<file path="src/rtl/tans_hf_pkg.sv">
// Shared constants and tables for the 8-state tANS code wrapped around the 3-symbol Huffman code.
// Tables are pure functions so both decoder and future encoder blocks evaluate them combinationally.
package tans_hf_pkg;

  localparam int L    = 8;
  localparam int X_W  = 4;
  localparam int XS_W = X_W - 1;

  typedef enum logic [1:0] {A = 2'd0, B = 2'd1, C = 2'd2} sym_t;

  typedef enum logic [1:0] {IDLE = 2'd0, SYM = 2'd1, TAIL = 2'd2, DONE = 2'd3} fsm_t;

  function automatic sym_t spread_sym(input logic [2:0] slot);
    sym_t s;
    case (slot)
      3'd0:    s = A;
      3'd1:    s = B;
      3'd2:    s = A;
      3'd3:    s = C;
      3'd4:    s = A;
      3'd5:    s = B;
      3'd6:    s = A;
      default: s = C;
    endcase
    return s;
  endfunction

  function automatic logic [XS_W-1:0] xs_of(input logic [2:0] slot);
    logic [XS_W-1:0] v;
    case (slot)
      3'd0:    v = 3'd4;
      3'd1:    v = 3'd2;
      3'd2:    v = 3'd5;
      3'd3:    v = 3'd2;
      3'd4:    v = 3'd6;
      3'd5:    v = 3'd3;
      3'd6:    v = 3'd7;
      default: v = 3'd3;
    endcase
    return v;
  endfunction

  // nb = 3 - floor(log2 x_s); x_s only spans 2..7 so the top bit decides
  function automatic logic [1:0] nb_of(input logic [XS_W-1:0] x_s);
    return x_s[2] ? 2'd1 : 2'd2;
  endfunction

  // {msb, lsb}; single-bit codes use only the msb position
  function automatic logic [1:0] code_of(input sym_t s);
    logic [1:0] c;
    case (s)
      A:       c = 2'b00;
      B:       c = 2'b10;
      default: c = 2'b11;
    endcase
    return c;
  endfunction

  function automatic logic [1:0] len_of(input sym_t s);
    return (s == A) ? 2'd1 : 2'd2;
  endfunction

endpackage

</file>
<file path="src/rtl/tans_dec_table.sv">
// Combinational tANS decode lookup: state x (8..15) -> symbol, bits to read, and x_s base.
// Zero latency; no flow control.
module tans_dec_table
  import tans_hf_pkg::*;
(
  input  logic [X_W-1:0]  x,
  output sym_t            sym,
  output logic [1:0]      nb,
  output logic [XS_W-1:0] x_s
);

  logic [2:0] slot;

  assign slot = 3'(x - X_W'(L));
  assign sym  = spread_sym(slot);
  assign x_s  = xs_of(slot);
  assign nb   = nb_of(x_s);

endmodule

</file>
<file path="src/rtl/tans_hf_decoder.sv">
// Serial tANS -> Huffman bit regenerator; first bit one cycle after I_F, one bit per cycle.
// Stalls (o_valid low, BTR held) whenever a read is requested and i_valid is low.
module tans_hf_decoder
  import tans_hf_pkg::*;
#(
  parameter int N_SYM = 8,
  parameter int CNT_W = 8
) (
  input  logic       PHI,
  input  logic       RST,
  input  logic       I_F,
  input  logic [3:0] i_state,
  input  logic       i_valid,
  input  logic [1:0] i_stream,
  output logic [1:0] BTR,
  output logic       o_valid,
  output logic       o_bit,
  output logic       o_done,
  output logic       o_busy
);

  fsm_t             fsm_q, fsm_d;
  logic [X_W-1:0]   x_q, x_d;
  logic [CNT_W-1:0] cnt_q, cnt_d;

  sym_t             sym;
  logic [1:0]       nb;
  logic [XS_W-1:0]  x_s;
  logic [1:0]       code;
  logic             last;
  logic [X_W-1:0]   rd_bits;
  logic [X_W-1:0]   new_x;

  tans_dec_table u_table (
    .x   (x_q),
    .sym (sym),
    .nb  (nb),
    .x_s (x_s)
  );

  assign code    = code_of(sym);
  assign last    = (cnt_q == CNT_W'(N_SYM - 1));
  assign rd_bits = (nb == 2'd1) ? {{(X_W-1){1'b0}}, i_stream[0]}
                                : {{(X_W-2){1'b0}}, i_stream};
  assign new_x   = ({1'b0, x_s} << nb) | rd_bits;

  always_ff @(posedge PHI) begin
    if (RST) begin
      fsm_q <= IDLE;
      x_q   <= X_W'(L);
      cnt_q <= '0;
    end else begin
      fsm_q <= fsm_d;
      x_q   <= x_d;
      cnt_q <= cnt_d;
    end
  end

  always_comb begin
    fsm_d   = fsm_q;
    x_d     = x_q;
    cnt_d   = cnt_q;
    BTR     = 2'd0;
    o_valid = 1'b0;
    o_bit   = 1'b0;
    o_done  = 1'b0;
    o_busy  = 1'b0;

    case (fsm_q)
      SYM: begin
        o_busy = 1'b1;
        o_bit  = code[1];
        if (len_of(sym) == 2'd2) begin
          fsm_d = TAIL;
        end else if (last) begin
          fsm_d = DONE;
        end else begin
          BTR = nb;
          if (i_valid) begin
            x_d   = new_x;
            cnt_d = cnt_q + CNT_W'(1);
          end
        end
        o_valid = (BTR == 2'd0) || i_valid;
      end
      TAIL: begin
        o_busy = 1'b1;
        o_bit  = code[0];
        if (last) begin
          fsm_d = DONE;
        end else begin
          BTR = nb;
          if (i_valid) begin
            x_d   = new_x;
            cnt_d = cnt_q + CNT_W'(1);
            fsm_d = SYM;
          end
        end
        o_valid = (BTR == 2'd0) || i_valid;
      end
      DONE: begin
        o_done = 1'b1;
        fsm_d  = IDLE;
      end
      default: begin
        fsm_d = IDLE;
      end
    endcase

    // A new frame overrides whatever the FSM was doing; out-of-range states are folded into 8..15
    if (I_F) begin
      fsm_d = SYM;
      x_d   = i_state | 4'h8;
      cnt_d = '0;
    end
  end

endmodule

</file>
<file path="config.mk">
export PLATFORM = sky130hd
export DESIGN_NAME = tans_hf_decoder
export DESIGN_NICKNAME = d
export VERILOG_FILES = /design/src/rtl/tans_hf_pkg.sv /design/src/rtl/tans_dec_table.sv /design/src/rtl/tans_hf_decoder.sv
export SDC_FILE = /design/constraint.sdc
export NUM_CORES = 1
export LEC_CHECK = 0
export CORE_UTILIZATION = 55
export CTS_BUF_LIST = sky130_fd_sc_hd__clkbuf_8
export CTS_CLUSTER_SIZE = 30
export DETAILED_ROUTE_END_ITERATION = 12
export PLACE_DENSITY = 0.82
export SLEW_MARGIN = 30
export SYNTH_ARGS = -nofsm -noshare
export SYNTH_HDL_FRONTEND = slang
export SYNTH_HIERARCHICAL = 1
export SYNTH_SLANG_ARGS = --single-unit
</file>
<file path="constraint.sdc">
create_clock -name PHI -period 2.8 [get_ports PHI]
set_clock_uncertainty 0.05 [all_clocks]
set_input_delay 0.56 -clock PHI [delete_from_list [all_inputs] [get_ports PHI]]
set_output_delay 0.56 -clock PHI [all_outputs]
set_load 0.03 [all_outputs]
</file>
==> results.toml <==
[sta]
tightest_slew_ns = 0.4594
hold_violations = 0
fmax_ghz = 0.3741
min_period_ns = 2.673
min_period_over_period = 0.9546
rsz0062_at_grt = "false"
slew_violations = 0
setup_viol = 0
slew_headroom = 0.6923
setup-tns-final_ns = 0
final.setup.worst_slack_ns = 0.1271

[synth]
syn-num-nets = 132
syn_inst = 118
yosys_warnings = 6
syn_avg_cell_area_um2 = 8.027
synthesis.area_um2 = 947.2

[clock_tree]
clock-sinks = 13
cts_root_buf = "clkbuf_8"
clkLatencyLatePin_ns = 0.24
clk_pin_slew_worst_paths_ns = 0.06
cts_tree = "done"
cts_made_buffers = 3
h-tree-depth = 1
post_cts_resized = 0
cts_hold_repair.buffers = 0
cts_setup_buffers = 0
clockBufferDepth = 2

[die]
die_h_um = 43.50
pin_count = 16
rows = 14
dieArea_mm2 = 0.001892
die_w_um = 43.50
floorplan.initialDensity = 0.6075
core-area_mm2 = 0.001559

[critical_path]
critPathCaptureType = "output pin"
arrival_ns = 2.06
start_kind = "register"
required_ns = 2.19
crit_type = "reg -> out"
critPathMaxFanout = 7

[status]
violations = "DRC"
status = "finished, violations left"

[power]
p_total_uw = 457.5
leakage_nw = 0.4533
powerDensity_mw_per_mm2 = 403.1
vdd_drop_max_uv = 418.0

[routing]
detail-route-antenna-nets = 0
vias = 917
drtIter0Drc = 32
wl_per_cell_um = 13.85
routed_via_density = 6.154
wl_mm = 2.063
first_pass_iters = 8
drcViolationCount = 2

[global_routing]
grt_pass1_vias = 821
grt_use_total = 0.2409
grt_overflow_total = 0
grt_pass1_wl_mm = 3.477
antenna_found_initial = 0
grt_max_degree = 14

[cells_and_area]
drive_gt1_frac = 0.1429
fillers = 123
syn2layout_area_growth_pct = 19.82
nets = 148
final_common_cell = "dfxtp_1"
antenna_cells = 0
final_cell_mix = "13 x dfxtp_1, 11 x clkdlybuf4s50_1, 10 x nand2_1, 10 x nor2_1"

[place]
dp_slack_ns = 0.2192
io_buffers = 14
hpwl_mm = 1.505
place_congestion = 0.8011

[hold_path]
hold_path.class = "reg -> reg"

[flow_run]
cap_violations = 0
==> worst max-delay path, cell delays in order (launching register included) <==
cell     delay (ns)
dfxtp_1        0.34
or4_4          0.57
or3_1          0.47
and3_2         0.27
buf_4          0.16
==> stage by stage <==
stage	util	hold slack (ns)	area (um^2)	std cells
finish	0.7279	0.4565	1135	149
floorplan	-	0.4167	947.2	118
CTS	0.7263	0.4516	1132	149
detailed placement	0.6974	0.4428	1087	145
global route	0.7279	0.4698	1135	149
global placement	0.6974	0.4395	1087	145
==> power breakdown <==
part	leakage, nW	internal, mW	switching [mW]
registers	0.106	0.191	0.00714
clock network	0.0269	0.0968	0.0678
logic	0.321	0.0453	0.0499
total	0.453	0.333	0.125
==> layer usage <==
layer  part of all wire  wire length [um]  vias to the layer above  track usage
li1                   -                 -                      456            -
met1               0.46               956                      433       0.3091
met2               0.48               995                       28       0.4152
met3              0.054               112                        0      0.06250
met4                  0                 0                        0      0.03750
met5                  0                 0                        -            0
==> path summary, 6_finish.rpt <==
check / slack (ns) / startpoint / cells after the start / end
worst max-delay path: 0.13 / cnt_q[3] / 4 / BTR[0]
worst min-delay path: 0.46 / cnt_q[7] / 2 / cnt_q[7]
worst max register to register: 0.62 / fsm_q[0] / 6 / cnt_q[3]
worst min register to register: 0.46 / cnt_q[7] / 2 / cnt_q[7]
==> flip-flops by register name, indices dropped and copies added, names as in the netlist <==
| register | flops |
|---|---|
| cnt_q | 8 |
| x_q | 3 |
| fsm_q | 2 |
==> layout make-up <==
cell class | count | area (um^2) | area share
Sequential cell | 13 | 260.3 | 0.2293
Clock inverter | 1 | 3.754 | 0.003308
Tap cell | 16 | 20.02 | 0.01764
Multi-Input combinational cell | 92 | 623.1 | 0.5491
Timing Repair Buffer | 17 | 160.2 | 0.1411
Clock buffer | 3 | 41.29 | 0.03638
Inverter | 7 | 26.28 | 0.02315
(Power assumes the default switching activity.)
